===== src/rtl/wallace_mult_arbiter_if.sv =====
// Requester/response bundle for the shared Wallace multiplier arbiter.
// slave is the arbiter side; master is the requester/consumer side.
interface wallace_mult_arbiter_if #(
  parameter int NREQ = 4,
  parameter int IDW  = $clog2(NREQ)
);
  logic [NREQ-1:0]   req_valid;
  logic [NREQ-1:0]   req_ready;
  logic [8*NREQ-1:0] req_a;
  logic [8*NREQ-1:0] req_b;
  logic              rsp_valid;
  logic              rsp_ready;
  logic [15:0]       rsp_data;
  logic [IDW-1:0]    rsp_id;
  logic              busy;
  logic [15:0]       ops_done;

  modport slave (
    input  req_valid, req_a, req_b, rsp_ready,
    output req_ready, rsp_valid, rsp_data, rsp_id, busy, ops_done
  );

  modport master (
    output req_valid, req_a, req_b, rsp_ready,
    input  req_ready, rsp_valid, rsp_data, rsp_id, busy, ops_done
  );
endinterface


===== src/rtl/wallace_mult_arbiter.sv =====
// Round-robin sequencer sharing one combinational 8x8 Wallace multiplier among
// NREQ requesters; operands are held for SETTLE_CYCLES clocks before capture.

module wallace (
  input  logic [7:0]  a,
  input  logic [7:0]  b,
  output logic [15:0] product
);
  logic [15:0] pp_s [8];
  logic [15:0] s0_s, c0_s, s1_s, c1_s, s2_s, c2_s, s3_s, c3_s;
  logic [15:0] s4_s, c4_s, s5_s, c5_s;

  function automatic logic [15:0] csa_sum(input logic [15:0] x, input logic [15:0] y,
                                          input logic [15:0] z);
    return x ^ y ^ z;
  endfunction

  function automatic logic [15:0] csa_carry(input logic [15:0] x, input logic [15:0] y,
                                            input logic [15:0] z);
    return ((x & y) | (x & z) | (y & z)) << 1;
  endfunction

  function automatic logic [4:0] add4(input logic [3:0] x, input logic [3:0] y,
                                      input logic cin);
    return {1'b0, x} + {1'b0, y} + {4'd0, cin};
  endfunction

  // Partial-product rows, row i shifted left by i
  always_comb begin
    for (int i = 0; i < 8; i++) begin
      pp_s[i] = {8'd0, a & {8{b[i]}}} << i;
    end
  end

  // Four levels of 3:2 compression reduce eight rows to two (8-6-4-3-2)
  always_comb begin
    s0_s = csa_sum  (pp_s[0], pp_s[1], pp_s[2]);
    c0_s = csa_carry(pp_s[0], pp_s[1], pp_s[2]);
    s1_s = csa_sum  (pp_s[3], pp_s[4], pp_s[5]);
    c1_s = csa_carry(pp_s[3], pp_s[4], pp_s[5]);
    s2_s = csa_sum  (s0_s, c0_s, s1_s);
    c2_s = csa_carry(s0_s, c0_s, s1_s);
    s3_s = csa_sum  (c1_s, pp_s[6], pp_s[7]);
    c3_s = csa_carry(c1_s, pp_s[6], pp_s[7]);
    s4_s = csa_sum  (s2_s, c2_s, s3_s);
    c4_s = csa_carry(s2_s, c2_s, s3_s);
    s5_s = csa_sum  (s4_s, c4_s, c3_s);
    c5_s = csa_carry(s4_s, c4_s, c3_s);
  end

  // Carry-select final adder in 4-bit blocks; the product never exceeds 16 bits
  always_comb begin
    logic       carry_v;
    logic [4:0] lo_v;
    logic [4:0] hi_v;
    carry_v = 1'b0;
    product = 16'd0;
    for (int blk = 0; blk < 4; blk++) begin
      lo_v = add4(s5_s[4*blk +: 4], c5_s[4*blk +: 4], 1'b0);
      hi_v = add4(s5_s[4*blk +: 4], c5_s[4*blk +: 4], 1'b1);
      if (carry_v) begin
        product[4*blk +: 4] = hi_v[3:0];
        carry_v             = hi_v[4];
      end else begin
        product[4*blk +: 4] = lo_v[3:0];
        carry_v             = lo_v[4];
      end
    end
  end
endmodule

module wallace_mult_arbiter #(
  parameter int NREQ          = 4,
  parameter int SETTLE_CYCLES = 2,
  parameter int IDW           = $clog2(NREQ)
) (
  input logic                clk,
  input logic                rst_n,
  wallace_mult_arbiter_if.slave bus
);
  typedef enum logic [1:0] {
    IDLE = 2'd0,
    WAIT = 2'd1,
    RESP = 2'd2
  } state_t;

  localparam int            CW       = (SETTLE_CYCLES > 1) ? $clog2(SETTLE_CYCLES) : 1;
  localparam logic [CW-1:0] CNT_INIT = CW'(SETTLE_CYCLES - 1);

  state_t          state_r, state_nxt_s;
  logic [IDW-1:0]  rr_ptr_r;
  logic [CW-1:0]   cnt_r;
  logic [7:0]      op_a_r, op_b_r;
  logic [IDW-1:0]  id_r;
  logic            rsp_valid_r;
  logic [15:0]     rsp_data_r;
  logic [IDW-1:0]  rsp_id_r;
  logic [15:0]     ops_done_r;

  logic            found_s;
  logic [IDW-1:0]  win_s;
  logic [NREQ-1:0] grant_s;
  logic [NREQ-1:0] req_ready_s;
  logic [7:0]      sel_a_s, sel_b_s;
  logic            accept_s;
  logic            rsp_fire_s;
  logic [15:0]     product_s;

  // The multiplier only ever sees the held operand registers
  wallace u_wallace (
    .a       (op_a_r),
    .b       (op_b_r),
    .product (product_s)
  );

  // Round-robin search from rr_ptr upward, plus operand mux for the winner
  always_comb begin
    logic [IDW:0] sum_v;
    logic [IDW-1:0] idx_v;
    found_s = 1'b0;
    win_s   = '0;
    for (int k = 0; k < NREQ; k++) begin
      sum_v = {1'b0, rr_ptr_r} + (IDW+1)'(k);
      if (sum_v >= (IDW+1)'(NREQ)) begin
        sum_v = sum_v - (IDW+1)'(NREQ);
      end else begin
        sum_v = sum_v;
      end
      idx_v = sum_v[IDW-1:0];
      if (!found_s && bus.req_valid[idx_v]) begin
        found_s = 1'b1;
        win_s   = idx_v;
      end else begin
        found_s = found_s;
      end
    end
    sel_a_s = 8'd0;
    sel_b_s = 8'd0;
    for (int k = 0; k < NREQ; k++) begin
      if (win_s == IDW'(k)) begin
        sel_a_s = bus.req_a[8*k +: 8];
        sel_b_s = bus.req_b[8*k +: 8];
      end else begin
        sel_a_s = sel_a_s;
      end
    end
  end

  // Grant is visible only in IDLE and never while reset is asserted
  always_comb begin
    grant_s = {{(NREQ-1){1'b0}}, 1'b1} << win_s;
    if (found_s && (state_r == IDLE) && rst_n) begin
      req_ready_s = grant_s;
      accept_s    = 1'b1;
    end else begin
      req_ready_s = '0;
      accept_s    = 1'b0;
    end
    rsp_fire_s = rsp_valid_r && bus.rsp_ready;
  end

  // FSM state register
  always_ff @(posedge clk or negedge rst_n) begin
    if (!rst_n) begin
      state_r <= IDLE;
    end else begin
      state_r <= state_nxt_s;
    end
  end

  // FSM next-state decode
  always_comb begin
    state_nxt_s = state_r;
    case (state_r)
      IDLE: begin
        if (accept_s) state_nxt_s = WAIT;
        else          state_nxt_s = IDLE;
      end
      WAIT: begin
        if (cnt_r == '0) state_nxt_s = RESP;
        else             state_nxt_s = WAIT;
      end
      RESP: begin
        if (rsp_fire_s) state_nxt_s = IDLE;
        else            state_nxt_s = RESP;
      end
      default: state_nxt_s = IDLE;
    endcase
  end

  // Operand capture, settle countdown, product capture and response handshake
  always_ff @(posedge clk or negedge rst_n) begin
    if (!rst_n) begin
      rr_ptr_r    <= '0;
      cnt_r       <= '0;
      op_a_r      <= 8'd0;
      op_b_r      <= 8'd0;
      id_r        <= '0;
      rsp_valid_r <= 1'b0;
      rsp_data_r  <= 16'd0;
      rsp_id_r    <= '0;
      ops_done_r  <= 16'd0;
    end else begin
      case (state_r)
        IDLE: begin
          if (accept_s) begin
            op_a_r <= sel_a_s;
            op_b_r <= sel_b_s;
            id_r   <= win_s;
            cnt_r  <= CNT_INIT;
            if (win_s == IDW'(NREQ - 1)) rr_ptr_r <= '0;
            else                         rr_ptr_r <= win_s + 1'b1;
          end
        end
        WAIT: begin
          if (cnt_r != '0) begin
            cnt_r <= cnt_r - 1'b1;
          end else begin
            rsp_data_r  <= product_s;
            rsp_id_r    <= id_r;
            rsp_valid_r <= 1'b1;
          end
        end
        RESP: begin
          if (rsp_fire_s) begin
            rsp_valid_r <= 1'b0;
            ops_done_r  <= ops_done_r + 16'd1;
          end
        end
        default: rsp_valid_r <= 1'b0;
      endcase
    end
  end

  assign bus.req_ready = req_ready_s;
  assign bus.rsp_valid = rsp_valid_r;
  assign bus.rsp_data  = rsp_data_r;
  assign bus.rsp_id    = rsp_id_r;
  assign bus.busy      = (state_r != IDLE);
  assign bus.ops_done  = ops_done_r;
endmodule


===== src/flat_wrapper.sv =====
// flat-port wrapper written by rule: the top's interface ports become plain ports
module wallace_mult_arbiter_flat 
#(
  parameter int NREQ          = 4,
  parameter int SETTLE_CYCLES = 2,
  parameter int IDW           = $clog2(NREQ)
)
  (clk, rst_n, bus_req_valid, bus_req_a, bus_req_b, bus_rsp_ready, bus_req_ready, bus_rsp_valid, bus_rsp_data, bus_rsp_id, bus_busy, bus_ops_done);
  wallace_mult_arbiter_if #(.NREQ(NREQ), .IDW(IDW)) bus_i ();
  input logic clk;
  input logic rst_n;
  input wire logic [$bits(bus_i.req_valid)-1:0] bus_req_valid;
  input wire logic [$bits(bus_i.req_a)-1:0] bus_req_a;
  input wire logic [$bits(bus_i.req_b)-1:0] bus_req_b;
  input wire logic [$bits(bus_i.rsp_ready)-1:0] bus_rsp_ready;
  output wire logic [$bits(bus_i.req_ready)-1:0] bus_req_ready;
  output wire logic [$bits(bus_i.rsp_valid)-1:0] bus_rsp_valid;
  output wire logic [$bits(bus_i.rsp_data)-1:0] bus_rsp_data;
  output wire logic [$bits(bus_i.rsp_id)-1:0] bus_rsp_id;
  output wire logic [$bits(bus_i.busy)-1:0] bus_busy;
  output wire logic [$bits(bus_i.ops_done)-1:0] bus_ops_done;
  assign bus_i.req_valid = bus_req_valid;
  assign bus_i.req_a = bus_req_a;
  assign bus_i.req_b = bus_req_b;
  assign bus_i.rsp_ready = bus_rsp_ready;
  assign bus_req_ready = bus_i.req_ready;
  assign bus_rsp_valid = bus_i.rsp_valid;
  assign bus_rsp_data = bus_i.rsp_data;
  assign bus_rsp_id = bus_i.rsp_id;
  assign bus_busy = bus_i.busy;
  assign bus_ops_done = bus_i.ops_done;
  wallace_mult_arbiter #(.NREQ(NREQ), .SETTLE_CYCLES(SETTLE_CYCLES), .IDW(IDW)) u_core (.clk(clk), .rst_n(rst_n), .bus(bus_i));
endmodule

===== config.mk =====
export PLATFORM = sky130hd
export DESIGN_NAME = wallace_mult_arbiter_flat
export DESIGN_NICKNAME = d
export VERILOG_FILES = /design/src/rtl/wallace_mult_arbiter_if.sv /design/src/rtl/wallace_mult_arbiter.sv /design/src/flat_wrapper.sv
export SDC_FILE = /design/constraint.sdc
export NUM_CORES = 1
export LEC_CHECK = 0
export ABC_AREA = 1
export CAP_MARGIN = 5
export CELL_PAD_IN_SITES_DETAIL_PLACEMENT = 0
export CELL_PAD_IN_SITES_GLOBAL_PLACEMENT = 1
export CORE_MARGIN = 2
export CORE_UTILIZATION = 40
export DETAILED_ROUTE_END_ITERATION = 10
export PLACE_DENSITY = 0.84
export SETUP_SLACK_MARGIN = 0.1
export SYNTH_ARGS = -nofsm -noshare
export SYNTH_HDL_FRONTEND = slang
export SYNTH_SLANG_ARGS = --single-unit

===== constraint.sdc =====
create_clock -name clk -period 12.81 [get_ports clk]
set_input_delay 1.281 -clock clk [delete_from_list [all_inputs] [get_ports clk]]
set_output_delay 1.281 -clock clk [all_outputs]
set_load 0.1 [all_outputs]

==> run metrics <==
status=finished, final reports clean; critical path capture point type=output pin; Tightest Pin Transition=973 ps; synthesized area=5230 um2; met2 Usage GRT=approximately 28%; CP max stage cell=clkdlybuf4s50_1; largest net degree at the start of global routing=60; asr flop ratio synth=100%; global-route wire length before repair=19,900 um; final hold vios=0; CTS HTree Levels=3; Post-CTS Setup Bufs=0; Max-slew headroom=a little over a third; routability cong.=between 0.8 and 0.9; total die area=around 14,000 um2; Critical Path AT=slightly below 5000 ps; HPWL after DPL=roughly 9300 um; Post-synth EDFFs=0; register area share after synthesis=around 28%; Startpoint Class=input port; GRT Max-Usage Layer=met2; Crit Reg-Reg Endpoint=u_core.bus.rsp_data[15]; Primary FF master, synth=dfrtp_1; starting density of the core=about 41%; Fin Setup TNS=0 ps; cell taking the most area after synthesis=dfrtp_1; Setup Skew=5.16 ps; Nets=959; cts bufs inserted=9; crit-path cells=clkdlybuf4s50_1 -> inv_1 -> o21ai_0 -> nand2_1 -> nand2_1 -> nand3_1 -> nand2_1 -> nand2_1 -> nand2_1 -> nand2_1 -> inv_1 -> ha_1 -> inv_1 -> nor2_1 -> clkdlybuf4s50_1; GR met1 Demand/Resource=21.9%; Syn-to-layout area delta=27.7%; via count=around 4,600; FF-to-FF Start=u_core.op_a_r[5]; Non-Filler Instances=just under 1,000; clk_lat worst skew=roughly 320 ps; worst-path fanout max=17; Mapped Avg Cell Area=slightly above 7 um2; RSZ-0062 raised after global routing=no; PortBufs=110; Max Cap Violations=0; syn nets=870; HP Start=u_core.bus.rsp_data[5]; Residual DRC=0; vias in the first global route=around 4,500; Worst Hold Depth=2; fill cell count=about 1,200; proportion of layout cells with a drive suffix above 1=3.54%; cell area power density=282 nW/um2; clock buffer depth=2; LEAKAGE=3.65 nW; unique cell type count in the Yosys netlist=27; CTS Hold Bufs=0; Setup Viol. Count Final=0; Synth top area share=between 20% and 30%; max frequency=161 MHz; final wirelength=~11,000 um; CP max stage delay=about 1200 ps; Worst Reg-to-Reg Cells=20; DR WL/cell=11.6 um; I/O pin count=~110; Hold EP=u_core.bus.rsp_data[5]; reg2reg setup slack=between 8000 and 9000 ps; worst hold path class=flop to flop; synth top area cells=dfrtp_1, nand2_1, fa_1, inv_1, ha_1; VDD IR max=approximately 0.22 mV; fin. max-slew vios=0; post-route clock period utilization=between 40% and 50%; cell mode on critical path=nand2_1; Yosys warnings=0; Pre-Repair DR Iteration Count=5; Final min period=approximately 6200 ps; CTS clock-pin slew for the worst setup and hold paths=50 ps; Crit path required time=about 12,000 ps; clock sinks=slightly below 60; initial antenna violation count=0; CTS tree=yes; number of routed nets with antenna violations=0; WS Path Type=input port to output pin; Via density=between 4 and 5; Mapped Cells=around 730; GRT Residual Overflow=0; dpl cells=just under 1,000; global-route met3 utilization=approximately 4.0%; die height=roughly 120 um; Fin Hold WS=468 ps; post-CTS resize count=0; core area=between 10,000 and 15,000 um2; drt first-iter violations=between 150 and 200; gr usage total=16.8%; Die Wd=118 um; flops & latches, synth=58; diode count=0; row cnt=41; Clock Tree Root=clkbuf_16; total power=roughly 1.9 mW
-- final cells by class --
| class | instances | area, um2 | area share [%] |
|---|---|---|---|
| multi-input cells | 514 | 3160 | 47.4 |
| flip-flops and latches | 58 | 1450 | 21.7 |
| repair buffers | 112 | 1110 | 16.6 |
| inverters | 120 | 450 | 6.74 |
| clock buffers | 11 | 233 | 3.48 |
| well taps | 172 | 215 | 3.22 |
| clock inverters | 5 | 55.1 | 0.824 |
-- worst max-delay path, delay by kind of cell --
kind,cells,cell delay [ps]
buffers and inverters,5,2140
AND/OR/NAND/NOR,8,760
adder cells (fa/ha/maj),1,510
AO/OA/AOI/OAI,1,220
-- where the power goes --
part           switching, mW  total, mW  leakage, nW  internal, mW
Clock                 0.0791      0.229        0.136         0.150
Combinational          0.871       1.32         2.77         0.448
Sequential            0.0914      0.335        0.743         0.244
Total                   1.04       1.88         3.65         0.841
-- kinds of logic (layout without fill, tap and decap cells) --
family          after synthesis  in the layout  synth area share, %
flops                        58             58                 27.7
fa+ha+maj                    73             73                 23.3
simple gates                352            352                 27.1
xor+xnor                     20             20                 3.35
buf+inv                     154            248                 11.8
compound gates               69             69                 6.72
-- worst max-delay path by stage --
| stage | start | to | slack [ps] | cells after the start |
|---|---|---|---|---|
| 6_report | bus_req_valid[0] | bus_req_ready[2] | 6610 | 15 |
| 5_1_grt | bus_req_valid[0] | bus_req_ready[3] | 6260 | 15 |
| 4_1_cts | bus_req_valid[0] | bus_req_ready[2] | 6620 | 15 |
| 3_5_place_dp | bus_req_valid[0] | bus_req_ready[2] | 6650 | 15 |
| 3_3_place_gp | bus_req_valid[0] | bus_req_ready[2] | 6780 | 15 |
| 2_1_floorplan | bus_req_valid[3] | bus_req_ready[2] | 7540 | 16 |
-- flip-flops by register name, summed over array words and instances, names as in the netlist --
signal / flops
u_core.bus.ops_done: 16
u_core.bus.rsp_data: 16
u_core.op_a_r: 8
u_core.op_b_r: 8
u_core.bus.rsp_id: 2
u_core.id_r: 2
u_core.rr_ptr_r: 2
u_core.state_r: 2
u_core.bus.rsp_valid: 1
u_core.cnt_r: 1
-- per-stage QoR --
step	worst slack, ps	util [%]	area (um2)
5_1_grt	6260	52.7	6680
3_5_place_dp	6650	50.4	6390
2_1_floorplan	7540	-	5230
3_3_place_gp	6780	50.4	6390
6_report	6610	52.7	6680
4_1_cts	6620	52.7	6680
-- routing by layer --
metal  vias up  part of all wire (%)
li1       2371                     -
met1      2099                    46
met2       142                    46
met3         6                   7.6
met4         0                  0.44
met5         -                     0
-- cells in the final DEF (no fill, tap or decap) --
| cell | n |
|---|---|
| or2_2 | 1 |
| buf_4 | 2 |
| nor3_2 | 1 |
| xor2_1 | 8 |
| nand2_2 | 4 |
| nand4_1 | 4 |
| ha_1 | 32 |
| dfrtp_1 | 58 |
| nand3_1 | 28 |
| o21ai_1 | 1 |
| o21ai_0 | 45 |
| nand2_1 | 283 |
| buf_2 | 1 |
| clkinvlp_4 | 2 |
| inv_1 | 117 |
| bufinv_16 | 1 |
| inv_2 | 3 |
| nand3b_1 | 2 |
| xnor2_1 | 12 |
| nor3_1 | 3 |
| fa_1 | 41 |
| clkinv_2 | 2 |
| nor2_4 | 1 |
| clkbuf_16 | 9 |
| clkbuf_1 | 2 |
| o21bai_1 | 1 |
| clkdlybuf4s50_1 | 109 |
| a21oi_1 | 20 |
| nand3_2 | 2 |
| nor2_1 | 23 |
| o21a_1 | 1 |
| a31oi_1 | 1 |
-- synth_stat cells, types with 2 or more instances --
master and n:
buf_2 7, inv_1 117, dfrtp_1 58, nand2_2 4, nor3_1 3, ha_1 32
a21oi_1 20, nor2_1 23, fa_1 41, o21ai_0 45, nand4_1 4, nand2_1 283
clkbuf_1 23, xor2_1 8, xnor2_1 12, buf_6 4, nand3b_1 2, nand3_1 28
nand3_2 2, inv_2 3
Power figures use the tool's default switching activity.
